### src/rtl/booth_mult_datapath_pkg.sv
// Shared widths, iteration bounds and FSM encoding for the radix-4 Booth
// multiplier datapath.
package booth_mult_datapath_pkg;

    localparam int          WIDTH      = 32;
    localparam int          ACC_WIDTH  = 34;
    localparam int          ITERATIONS = 16;
    localparam logic [3:0]  LAST_COUNT = 4'd15;

    typedef enum logic [1:0] {
        ST_IDLE = 2'd0,
        ST_RUN  = 2'd1,
        ST_DONE = 2'd2
    } state_e;

endpackage

### src/rtl/booth_mult_datapath_addend.sv
// Booth addend selection (0, M or 2M, sign-extended) and the accumulator
// add/subtract for one radix-4 iteration.
module booth_addend_sel
    import booth_mult_datapath_pkg::*;
(
    input  logic signed [ACC_WIDTH-1:0] acc,
    input  logic signed [WIDTH-1:0]     mcand,
    input  logic                        times_two,
    input  logic                        sub,
    input  logic                        zero,
    output logic signed [ACC_WIDTH-1:0] acc_next
);

    logic signed [ACC_WIDTH-1:0] m_ext;
    logic signed [ACC_WIDTH-1:0] addend;

    always_comb begin
        m_ext = ACC_WIDTH'(mcand);
        if (zero) begin
            addend = '0;
        end else if (times_two) begin
            addend = m_ext <<< 1;
        end else begin
            addend = m_ext;
        end
        acc_next = sub ? (acc - addend) : (acc + addend);
    end

endmodule

### src/rtl/booth_mult_datapath.sv
// Radix-4 Booth multiplier datapath: 16 add/shift iterations steered by an
// external Booth control unit; produces the low 32 product bits plus overflow.
module booth_mult_datapath
    import booth_mult_datapath_pkg::*;
(
    input  logic                    clk,
    input  logic                    reset,
    input  logic                    start,
    input  logic signed [WIDTH-1:0] multiplicand,
    input  logic signed [WIDTH-1:0] multiplier,
    input  logic                    multiTimesTwo,
    input  logic                    addOrSub,
    input  logic                    result_or_zero,
    input  logic [3:0]              count,
    output logic [2:0]              lowBits,
    output logic                    ctrl_reset,
    output logic                    busy,
    output logic                    result_ready,
    output logic [WIDTH-1:0]        result,
    output logic                    overflow
);

    localparam int CAT_W = ACC_WIDTH + WIDTH + 1;

    state_e                      state_q, state_d;
    logic signed [ACC_WIDTH-1:0] a_q, a_d;
    logic signed [WIDTH-1:0]     q_q, q_d;
    logic                        qm1_q, qm1_d;
    logic signed [WIDTH-1:0]     m_q, m_d;
    logic [WIDTH-1:0]            result_q, result_d;
    logic                        overflow_q, overflow_d;

    logic signed [ACC_WIDTH-1:0] acc_next;
    logic [CAT_W-1:0]            cat_w;
    logic [CAT_W-1:0]            shr_w;

    booth_addend_sel u_addend_sel (
        .acc       (a_q),
        .mcand     (m_q),
        .times_two (multiTimesTwo),
        .sub       (addOrSub),
        .zero      (result_or_zero),
        .acc_next  (acc_next)
    );

    always_ff @(posedge clk or posedge reset) begin
        if (reset) begin
            state_q <= ST_IDLE;
        end else begin
            state_q <= state_d;
        end
    end

    // The external counter runs only in RUN, so count==LAST_COUNT marks the 16th edge.
    always_comb begin
        state_d = state_q;
        case (state_q)
            ST_IDLE: if (start) state_d = ST_RUN;
            ST_RUN:  if (count == LAST_COUNT) state_d = ST_DONE;
            ST_DONE: state_d = ST_IDLE;
            default: state_d = ST_IDLE;
        endcase
    end

    always_comb begin
        ctrl_reset   = (state_q != ST_RUN);
        busy         = (state_q != ST_IDLE);
        result_ready = (state_q == ST_DONE);
    end

    // {A', Q, q_m1} arithmetic shift right by two, sign taken from A'.
    always_comb begin
        cat_w = {acc_next, q_q, qm1_q};
        shr_w = {{2{cat_w[CAT_W-1]}}, cat_w[CAT_W-1:2]};
    end

    always_comb begin
        a_d        = a_q;
        q_d        = q_q;
        qm1_d      = qm1_q;
        m_d        = m_q;
        result_d   = result_q;
        overflow_d = overflow_q;
        case (state_q)
            ST_IDLE: begin
                if (start) begin
                    a_d   = '0;
                    q_d   = multiplier;
                    qm1_d = 1'b0;
                    m_d   = multiplicand;
                end
            end
            ST_RUN: begin
                a_d   = shr_w[CAT_W-1:WIDTH+1];
                q_d   = shr_w[WIDTH:1];
                qm1_d = shr_w[0];
                if (count == LAST_COUNT) begin
                    result_d   = shr_w[WIDTH:1];
                    overflow_d = (shr_w[CAT_W-1:WIDTH+1] != {ACC_WIDTH{shr_w[WIDTH]}});
                end
            end
            default: ;
        endcase
    end

    always_ff @(posedge clk or posedge reset) begin
        if (reset) begin
            a_q        <= '0;
            q_q        <= '0;
            qm1_q      <= 1'b0;
            m_q        <= '0;
            result_q   <= '0;
            overflow_q <= 1'b0;
        end else begin
            a_q        <= a_d;
            q_q        <= q_d;
            qm1_q      <= qm1_d;
            m_q        <= m_d;
            result_q   <= result_d;
            overflow_q <= overflow_d;
        end
    end

    assign lowBits  = {q_q[1:0], qm1_q};
    assign result   = result_q;
    assign overflow = overflow_q;

endmodule

### config.mk
export PLATFORM = sky130hd
export DESIGN_NAME = booth_mult_datapath
export DESIGN_NICKNAME = d
export VERILOG_FILES = /design/src/rtl/booth_mult_datapath_pkg.sv /design/src/rtl/booth_mult_datapath_addend.sv /design/src/rtl/booth_mult_datapath.sv
export SDC_FILE = /design/constraint.sdc
export NUM_CORES = 1
export LEC_CHECK = 0
export CAP_MARGIN = 40
export CORE_MARGIN = 8
export CORE_UTILIZATION = 35
export DETAILED_ROUTE_END_ITERATION = 7
export DONT_BUFFER_PORTS = 1
export GPL_TIMING_DRIVEN = 0
export PLACE_DENSITY = 0.57
export SYNTH_ARGS = -nofsm -noshare
export SYNTH_HDL_FRONTEND = slang
export SYNTH_SLANG_ARGS = --single-unit
### constraint.sdc
create_clock -name clk -period 4.4 [get_ports clk]
set_input_delay 0.88 -clock clk [delete_from_list [all_inputs] [get_ports clk]]
set_output_delay 0.88 -clock clk [all_outputs]
set_load 0.1 [all_outputs]
==> results of run 1 <==
==> kinds of logic (layout without fill, tap and decap cells) <==
group                    after synthesis  count (layout)
AND/OR/NAND/NOR                      359             359
AO/OA/AOI/OAI                        262             262
flip-flops                           132             132
multiplexers                         102             102
buffers and inverters                 81             190
XOR/XNOR                              49              49
adder cells (fa/ha/maj)               35              35
==> worst reg2reg max path, stage by stage, from the launching register on <==
cell and delay, ps:
dfrtp_2 440, or4_4 590, nor4b_4 320, a31oi_1 320, o21a_1 290, xnor2_1 130, ha_1 450, nand4_1 270
a2111oi_4 410, nand2_2 240, a211oi_4 320, nor4_4 100, mux2i_2 170, a2111oi_4 320, nand4_1 150, o41ai_2 90
a31oi_1 130
==> timing repair <==
item	4_1_cts	5_1_grt
pin swaps	41	56
buffers inserted	25	17
endpoints found under the setup margin	15	19
cloned	0	0
resized for setup	61	83
hold buffers	0	0
==> registers in the layout, summed over array words and instances, names as in the netlist <==
register / flops
a_q: 32
m_q: 32
overflow: 1
q_q: 32
qm1_q: 1
result: 32
state_q: 2
==> area by class of cell <==
type	instances	area, µm²
repair buffers	80	1350
multi-input cells	807	6050
flip-flops and latches	132	3300
clock inverters	15	201
plain buffers	58	373
well taps	330	413
inverters	20	82.6
clock buffers	17	425
fillers	2279	13000
==> metal layers <==
layer | routed length [µm] | global-route usage, %
met2 | 14500 | 31.0
met3 | 1630 | 3.80
met4 | 575 | 5.58
met5 | 0 | 0
met1 | 11900 | 23.0
==> metrics by stage <==
step | TNS [ps] | instance area, µm² | setup slack, ps
3_5_place_dp | -14290 | 10600 | -1670
5_1_grt | -2820 | 12200 | -738
6_report | -1020 | 12200 | -559
4_1_cts | -486 | 11700 | -445
2_1_floorplan | -1640 | 9150 | -725
3_3_place_gp | -14100 | 9570 | -1640
==> path summary, 6_finish.rpt <==
path                                        end  depth (start not counted)
setup / recovery           overflow$_DFFE_PP0P_                         24
hold reg to reg              a_q[0]$_DFFE_PP0P_                          2
hold / removal              a_q[15]$_DFFE_PP0P_                          1
setup reg to reg           overflow$_DFFE_PP0P_                         16
min in group clk             a_q[0]$_DFFE_PP0P_                          2
max in group asynchronous    q_q[1]$_DFFE_PP0P_                          4
==> synth_stat cells (8+ instances only) <==
library cell  count  area share, %
a21oi_1          77            4.3
mux2i_1          37            4.1
xnor2_1          33            3.2
dfrtp_1         132             37
o21ai_0          78            4.3
mux2_2           65            8.2
a31oi_1          21            1.5
buf_1             9           0.38
nand3_1          42            2.3
nor2_1           65            2.7
nand2_1         153            6.4
a211oi_1         10           0.84
inv_1            19           0.79
clkbuf_1         40            1.7
nor2b_1          21            1.5
ha_1             34            4.7
nor3_1           18            1.0
xor2_1           15            1.5
nand4_1          17            1.2
o21ai_1           8           0.45
a21o_1           16            1.3
==> metrics.txt, run 1 <==
status=complete, but fails checks; violated checks=setup timing; DP Cell Count=1,388; Compound-Gate Fraction of Synth Area=18.5%; Core Rows=58; top_reg_cell synth=dfrtp_1; Die ar.=31,000 µm²; gr ovfl total=0; Worst R2R Setup Slack=-470 ps; Netlist Area Pre-Place=8980 µm²; Final Max Slew Viols=0; largest family of logic cells by synthesized area=simple AND/OR/NAND/NOR gates; final wirelength=28,700 µm; routed vias/inst=5.55; CTS tree=done; Setup CP Type=input port to flop; commonest non-fill, non-tap cell in the layout=nand2_1; Unique masters post-synth=74; Max stage delay on crit path=330 ps; Max Cap Violations=0; drt pass-1 iters=5; CP startpoint kind=input port; Post-synth ARST share=100%; Worst-path clk slew=70 ps; WP data required=4690 ps; final core occ=48.5%; Post-Synth XOR/XNOR Area=4.86%; CP Capture Type=flop; I/O Pins=113; CORE AREA=25,200 µm²; DPL Wire Length=21,100 µm; first-pass GRT wire length=45,400 µm; Synth Area per Inst=8.80 µm²; Final Hold Fails=0; synthesis-to-finish area growth=35.9%; multiplexer share of the synthesized area=12.3%; number of global-route vias before repair=8,239; Period minus WS final=4960 ps; final std cells w/o fill=1,459; number of synthesized flops with an enable pin=0; Die Y=176 µm; Hold WC Path Type=input port to asynchronous set/reset pin; # setup viols final=6; CTS H-tree lvls=4; flops & latches, synth=132; GRT Resource Usage Total=18.3%; Final GP Congestion=0.887; NumNets Final=1,225; largest net degree at the start of global routing=38; Worst Clk Skew=13.5 ps; Synth Instances=1,020; crit path launch=multiTimesTwo; clk_lat worst skew=430 ps; Synthesized Nets=1,129; vias=8,098; Worst Path Buf+Inv=5; Post-DRT Antenna Nets=0; DR iter-0 viols=662; worst-path cell chain=buf_12, clkbuf_16, clkbuf_16, buf_12, mux2_4, nand2_4, ha_4, nor4b_4, and2b_2, o21a_4, a21oi_1, xnor2_2, ha_4, a21o_1, a31oi_4, o211ai_1, a211oi_2, o31ai_4, xor2_2, buf_4, a2111oi_4, nand4_1, o41ai_2, a31oi_1; simple-gate share of the synthesized area=18.8%; adder-cell share of the synthesized area=4.96%; Critical R2R Launch=m_q[0]$_DFFE_PP0P_; Crit-path slowest cell=a211oi_2; fin crit share=113%; antenna violations before repair=0; crit path DAT=5250 ps; Slew Limit Headroom=44.8%; Fin Hold WS=335 ps; worst setup margin=-559 ps; Clock Sinks=132; RSZ-0062 raised after global routing=true; actual slew at the worst max-slew pin=827 ps; clk buf depth=2; worst-path fanout max=8; Port Buf Inserts=0; CTS root buffer=clkbuf_16; Initial Util=35.7%; layout cells sized above 1=28.6%; CTS buffer count=17; post-route DRC violation count=0; family with the most delay on the worst path=compound AO/OA/AOI/OAI gates; synth warn=0; # diodes=0; fmax=0.202 GHz; DR WL/cell=19.7 µm; sequential area share after synthesis=36.8%; most frequent cells in the layout=nand2_1, dfrtp_1, o21ai_0; Die Wd=176 µm
Power of run 1 is not shown: default switching activity piles up to over one toggle a cycle in this logic, so the estimate is an artifact.
==> run 2: changes to the inputs <==
--- a/config.mk
+++ b/config.mk
@@ -5,6 +5,7 @@
 export SDC_FILE = /design/constraint.sdc
 export NUM_CORES = 1
 export LEC_CHECK = 0
+export ABC_AREA = 1
 export CAP_MARGIN = 40
 export CORE_MARGIN = 8
 export CORE_UTILIZATION = 35
==> run 2 against run 1 <==
The run now ends clean. Die area up 8.3%. Area after synthesis up 9.2%. First-iteration DRC count up 9.8%. Setup slack better by 820 ps. Via count up 21%. Routed wire length up 10%. Worst hold slack worse by 93 ps. Critical path depth up 5. Sequential share of layout area down 0.55 points. Core utilization down 3.5 points. Fmax up 20%. Critical endpoint unchanged.
==> metrics.txt, run 2 <==
most common cell in the netlist=nand2_1 (unchanged); top cells by count, synth=nand2_1, inv_1, dfrtp_1 (was nand2_1, dfrtp_1, o21ai_0); final setup TNS=0 ps (was -1020 ps); Initial Util=35.4% (was 35.7%); Port Buf Inserts=0 (unchanged); CTS H-tree lvls=4 (unchanged); DR iter-0 viols=727 (was 662); CORE AREA=27,700 µm² (was 25,200 µm²); Die Wd=183 µm (was 176 µm); Clock Sinks=132 (unchanged); clk buf depth=2 (unchanged); layout cells sized above 1=13.5% (was 28.6%); Final Max Slew Viols=0 (unchanged); cell taking the most area after synthesis=dfrtp_1 (unchanged); simple-gate share of the synthesized area=35.0% (was 18.8%); DR WL/cell=16.0 µm (was 19.7 µm); Netlist Area Pre-Place=9800 µm² (was 8980 µm²); Post-DRT Antenna Nets=0 (unchanged); actual slew at the worst max-slew pin=838 ps (was 827 ps); Synth Instances=1,505 (was 1,020); DPL Wire Length=25,800 µm (was 21,100 µm); number of global-route vias before repair=9,116 (was 8,239); drt pass-1 iters=5 (unchanged); worst-path fanout max=8 (unchanged); Final GP Congestion=0.932 (was 0.887); Max Cap Violations=0 (unchanged); Worst R2R Setup Slack=500 ps (was -470 ps); fmax=0.242 GHz (was 0.202 GHz); CTS buffer count=17 (unchanged); NumNets Final=1,687 (was 1,225); # diodes=0 (unchanged); final wirelength=31,600 µm (was 28,700 µm); CP startpoint kind=input port (unchanged); routed vias/inst=4.96 (was 5.55); Setup CP Type=input port to flop (unchanged); Core Rows=61 (was 58); synthesis-to-finish area growth=27.0% (was 35.9%); fin crit share=94.1% (was 113%); most frequent cells in the layout=nand2_1, inv_1, dfrtp_1 (was nand2_1, dfrtp_1, o21ai_0); top cell type's share of synthesized area=33.7% (was 36.8%); reg2reg path depth=27 (was 16); Unique masters post-synth=43 (was 74); Die ar.=33,600 µm² (was 31,000 µm²); Worst-path clk slew=70 ps (about the same); post-route DRC violation count=0 (unchanged); largest net degree at the start of global routing=39 (was 38); Worst Clk Skew=13.6 ps (was 13.5 ps); commonest non-fill, non-tap cell in the layout=nand2_1 (unchanged); Post-synth ARST share=100% (unchanged); crit path DAT=4470 ps (was 5250 ps); reg2reg end=overflow$_DFFE_PP0P_ (unchanged); adder-cell share of the synthesized area=4.54% (was 4.96%); Compound-Gate Fraction of Synth Area=12.2% (was 18.5%); vias=9,764 (was 8,098); top_reg_cell synth=dfrtp_1 (unchanged); antenna violations before repair=0 (unchanged); CTS root buffer=clkbuf_16 (unchanged); Synth Area per Inst=6.51 µm² (was 8.80 µm²); I/O Pins=113 (unchanged); Crit-path slowest cell=ha_4 (was a211oi_2); gr ovfl total=0 (unchanged); first-pass GRT wire length=49,200 µm (was 45,400 µm); Slew Limit Headroom=44.1% (was 44.8%); CTS Hold Bufs=0 (unchanged); Critical R2R Launch=m_q[0]$_DFFE_PP0P_ (unchanged); clk_lat worst skew=430 ps (about the same); status=completed (was complete, but fails checks); Hold WC Path Type=input port to asynchronous set/reset pin (unchanged); multiplexer share of the synthesized area=0% (was 12.3%); sequential area share after synthesis=33.7% (was 36.8%); # setup viols final=0 (was 6); Final Hold Fails=0 (unchanged); synth top area cells=dfrtp_1, nand2_1, inv_1, nand3_1, nor2_1 (was dfrtp_1, mux2_2, nand2_1, ha_1, o21ai_0); Max stage delay on crit path=310 ps (was 330 ps); WP data required=4730 ps (was 4690 ps); GRT Resource Usage Total=18.7% (was 18.3%); Die Y=183 µm (was 176 µm); Period minus WS final=4140 ps (was 4960 ps); synth warn=0 (unchanged); flops & latches, synth=132 (unchanged); largest family of logic cells by synthesized area=simple AND/OR/NAND/NOR gates (unchanged); Fillers=2,828 (was 2,279); Post-Synth XOR/XNOR Area=2.86% (was 4.86%); Synthesized Nets=1,614 (was 1,129); CP Capture Type=flop (unchanged); CTS tree=done (unchanged); number of synthesized flops with an enable pin=0 (unchanged)
## run 2: area by class of cell
type	count	area (µm²)	share of cell area [%]
inverters	244	922	7.40
repair buffers	54	1160	9.29
flip-flops and latches	132	3300	26.5
multi-input cells	1081	5710	45.9
plain buffers	48	244	1.96
clock buffers	18	439	3.53
clock inverters	14	200	1.61
well taps	378	473	3.80
## run 2: kinds of logic (layout without fill, tap and decap cells)
logic type / after synthesis / in the layout
fa+ha+maj: 35 / 35
buf+inv: 292 / 378
simple gates: 808 / 808
flops: 132 / 132
compound gates: 206 / 206
xor+xnor: 32 / 32
## run 2: how the worst max path moves through the flow
stage	slack, ps	to	depth (start not counted)	start
2_1_floorplan	270	overflow$_DFFE_PP0P_	32	multiTimesTwo
3_3_place_gp	-600	overflow$_DFFE_PP0P_	31	multiTimesTwo
3_5_place_dp	-660	overflow$_DFFE_PP0P_	31	multiTimesTwo
4_1_cts	10	overflow$_DFFE_PP0P_	31	multiTimesTwo
5_1_grt	-40	overflow$_DFFE_PP0P_	31	multiTimesTwo
6_report	260	overflow$_DFFE_PP0P_	29	multiTimesTwo
## run 2: repair_timing
action                                  CTS  global route
pin swaps                                 2            32
buffers inserted                          1            14
gates resized for setup                   8            94
endpoints found under the setup margin    2             6
gates cloned                              0             1
## run 2: metal layers
layer	up-vias	GRT usage (%)	part of all wire (%)
met5	-	0	0
met2	215	30.4	47
li1	4910	-	-
met1	4610	25.4	47
met3	29	2.65	4.0
met4	0	5.89	1.9
## run 2: through the flow
step	instances	setup WS, ps	instance area, µm²	utilization [%]	hold slack (ps)
6_report	1969	262	12500	44.9	242
5_1_grt	1969	-38.1	12500	44.9	228
4_1_cts	1953	11.1	11900	43.1	226
3_5_place_dp	1920	-659	11300	40.7	478
3_3_place_gp	1883	-603	10300	37.1	471
2_1_floorplan	1505	270	9810	-	454
## run 2: worst max-delay path: cells and delay by family
family	cells	cell delay, ps
buffers and inverters	5	490
and+or+nand+nor	19	2230
xor gates and xnor gates	1	190
AOI/OAI and AO/OA	2	200
adders and majority gates	2	460
Power of run 2 is left out for the same reason.
==> run 3: changes to the inputs <==
--- a/config.mk
+++ b/config.mk
@@ -13,6 +13,7 @@
 export DONT_BUFFER_PORTS = 1
 export GPL_TIMING_DRIVEN = 0
 export PLACE_DENSITY = 0.57
+export RECOVER_POWER = 25
 export SYNTH_ARGS = -nofsm -noshare
 export SYNTH_HDL_FRONTEND = slang
 export SYNTH_SLANG_ARGS = --single-unit
==> run 3 against run 2 <==
The run now ends with capacitance limit, slew limit left. Fmax up 0.30%. Clock skew is essentially flat. Final area shrank 0.41%. First-iteration DRC count increased by 11%. Sequential share of layout area up 0.11 points. Via count increased by 0.52%. Register-to-register slack about the same. Worst hold slack better by 18 ps. Critical path type unchanged.
==> metrics.txt, run 3 (same netlist as run 2, synthesis figures left out) <==
status=complete, but fails checks (was completed); violated checks=capacitance limit, slew limit; family with the most delay on the worst path=simple AND/OR/NAND/NOR gates (unchanged); Final Hold Fails=0 (unchanged); Die Y=183 µm (unchanged); most frequent cells in the layout=nand2_1, inv_1, dfrtp_1 (unchanged); fin crit share=93.8% (was 94.1%); WP data required=4730 ps (about the same); Die Wd=183 µm (unchanged); antenna violations before repair=0 (unchanged); # setup viols final=0 (unchanged); pre-CTS setup slack=-659 ps (unchanged); reg2reg path depth=27 (unchanged); Final GP Congestion=0.932 (unchanged); Period minus WS final=4130 ps (was 4140 ps); CORE AREA=27,700 µm² (unchanged); clk buf depth=2 (unchanged); CTS tree=done (unchanged); Core Rows=61 (unchanged); fmax=0.242 GHz (about the same); Setup CP Type=input port to flop (unchanged); number of global-route vias before repair=9,116 (unchanged); final setup TNS=0 ps (unchanged); I/O Pins=113 (unchanged); Final Max Slew Viols=69 (was 0); Hold WC Path Type=input port to asynchronous set/reset pin (unchanged); CP startpoint kind=input port (unchanged); Max stage delay on crit path=310 ps (about the same); Clock Sinks=132 (unchanged); Max Cap Violations=2 (was 0); Worst-path clk slew=70 ps (about the same); Crit-path slowest cell=ha_4 (unchanged); vias=9,815 (was 9,764); # diodes=0 (unchanged); first-pass GRT wire length=49,200 µm (unchanged); post-route DRC violation count=0 (unchanged); Port Buf Inserts=0 (unchanged); reg2reg end=overflow$_DFFE_PP0P_ (unchanged); largest net degree at the start of global routing=39 (unchanged); gr ovfl total=0 (unchanged); Post-DRT Antenna Nets=0 (unchanged); clk_lat worst skew=430 ps (about the same); synthesis-to-finish area growth=26.5% (was 27.0%); DR iter-0 viols=809 (was 727); DP Area=11,300 µm² (unchanged); final wirelength=31,700 µm (was 31,600 µm); commonest non-fill, non-tap cell in the layout=nand2_1 (unchanged); NumNets Final=1,687 (unchanged); layout cells sized above 1=13.3% (was 13.5%); CP Capture Type=flop (unchanged); Initial Util=35.4% (unchanged); Final Instance Area=12,400 µm² (was 12,500 µm²); Worst Clk Skew=13.1 ps (was 13.6 ps); GRT Resource Usage Total=18.7% (unchanged); DPL Wire Length=25,800 µm (unchanged); Worst Path Buf+Inv=5 (unchanged); routed vias/inst=4.98 (was 4.96); actual slew at the worst max-slew pin=2030 ps (was 838 ps); Die ar.=33,600 µm² (unchanged); CTS H-tree lvls=4 (unchanged); CTS buffer count=17 (unchanged); worst-path fanout max=8 (unchanged); Worst R2R Setup Slack=510 ps (was 500 ps); drt pass-1 iters=5 (unchanged); crit path DAT=4450 ps (was 4470 ps); Critical R2R Launch=m_q[0]$_DFFE_PP0P_ (unchanged); CTS root buffer=clkbuf_16 (unchanged); worst setup margin=274 ps (was 262 ps); DR WL/cell=16.1 µm (was 16.0 µm); final core occ=44.8% (was 44.9%); Slew Limit Headroom=-35.7% (was 44.1%)
==> run 3: cell types whose count changed in the layout (fill, tap and decap cells not counted) <==
cell / delta
clkinvlp_4: -1
clkbuf_1: +3
buf_12: -3
clkinvlp_2: +1
==> run 3: per-stage QoR <==
step                      hold WS [ps]  std cells
after global placement             471       1883
after global routing               260       1969
final                              260       1969
after detailed placement           478       1920
after floorplan                    454       1505
after CTS                          226       1953
==> run 3: final cells by class <==
class,instances,area (µm²)
repair buffers,54,1110
flip-flops and latches,132,3300
multi-input cells,1081,5710
clock buffers,18,439
well taps,378,473
inverters,244,920
fillers,2832,15300
plain buffers,48,244
clock inverters,14,200
==> run 3: worst max path at each step <==
stage | from | slack (ps) | cells past startpoint | to
floorplan | multiTimesTwo | 270 | 32 | overflow$_DFFE_PP0P_
finish | multiTimesTwo | 270 | 29 | overflow$_DFFE_PP0P_
global placement | multiTimesTwo | -600 | 31 | overflow$_DFFE_PP0P_
CTS | multiTimesTwo | 10 | 31 | overflow$_DFFE_PP0P_
global route | multiTimesTwo | -40 | 31 | overflow$_DFFE_PP0P_
detailed placement | multiTimesTwo | -660 | 31 | overflow$_DFFE_PP0P_
==> run 3: repair_timing <==
| item | 4_1_cts | 5_1_grt |
|---|---|---|
| buffers inserted | 1 | 14 |
| pin swaps | 2 | 32 |
| gates cloned | 0 | 1 |
| endpoints found under the hold margin | 0 | 0 |
| hold buffers | 0 | 0 |
| resized for setup | 8 | 94 |
| setup endpoints to repair | 2 | 6 |
==> run 3: worst reg2reg max path, stage by stage, from the launching register on <==
cell and delay (ps):
dfrtp_1 410, inv_1 80, nand2_1 80, nand3_4 100
ha_4 150, nand3_2 90, nor2_4 120, nand3_2 90
nor2_2 130, nand3_2 120, nor2_4 180, nand2_1 90
o21ai_1 150, xor2_1 180, inv_1 100, ha_4 310
nand2_2 80, nor2_2 130, inv_2 90, nor3_4 200
nand2_2 90, nor2_4 160, nand3b_1 230, nand3_1 100
nand2_1 90, nand4_1 80, nand2_1 90, a21oi_2 50
==> run 3: routing by layer <==
layer / routed length (µm) / track usage, % / part of all wire (%) / up-vias
met4: 626 / 5.89 / 2.0 / 0
met5: 0 / 0 / 0 / -
met2: 14800 / 30.4 / 47 / 223
met3: 1290 / 2.65 / 4.1 / 30
met1: 15000 / 25.4 / 47 / 4659
li1: - / - / - / 4903
Power of run 3 is left out for the same reason.
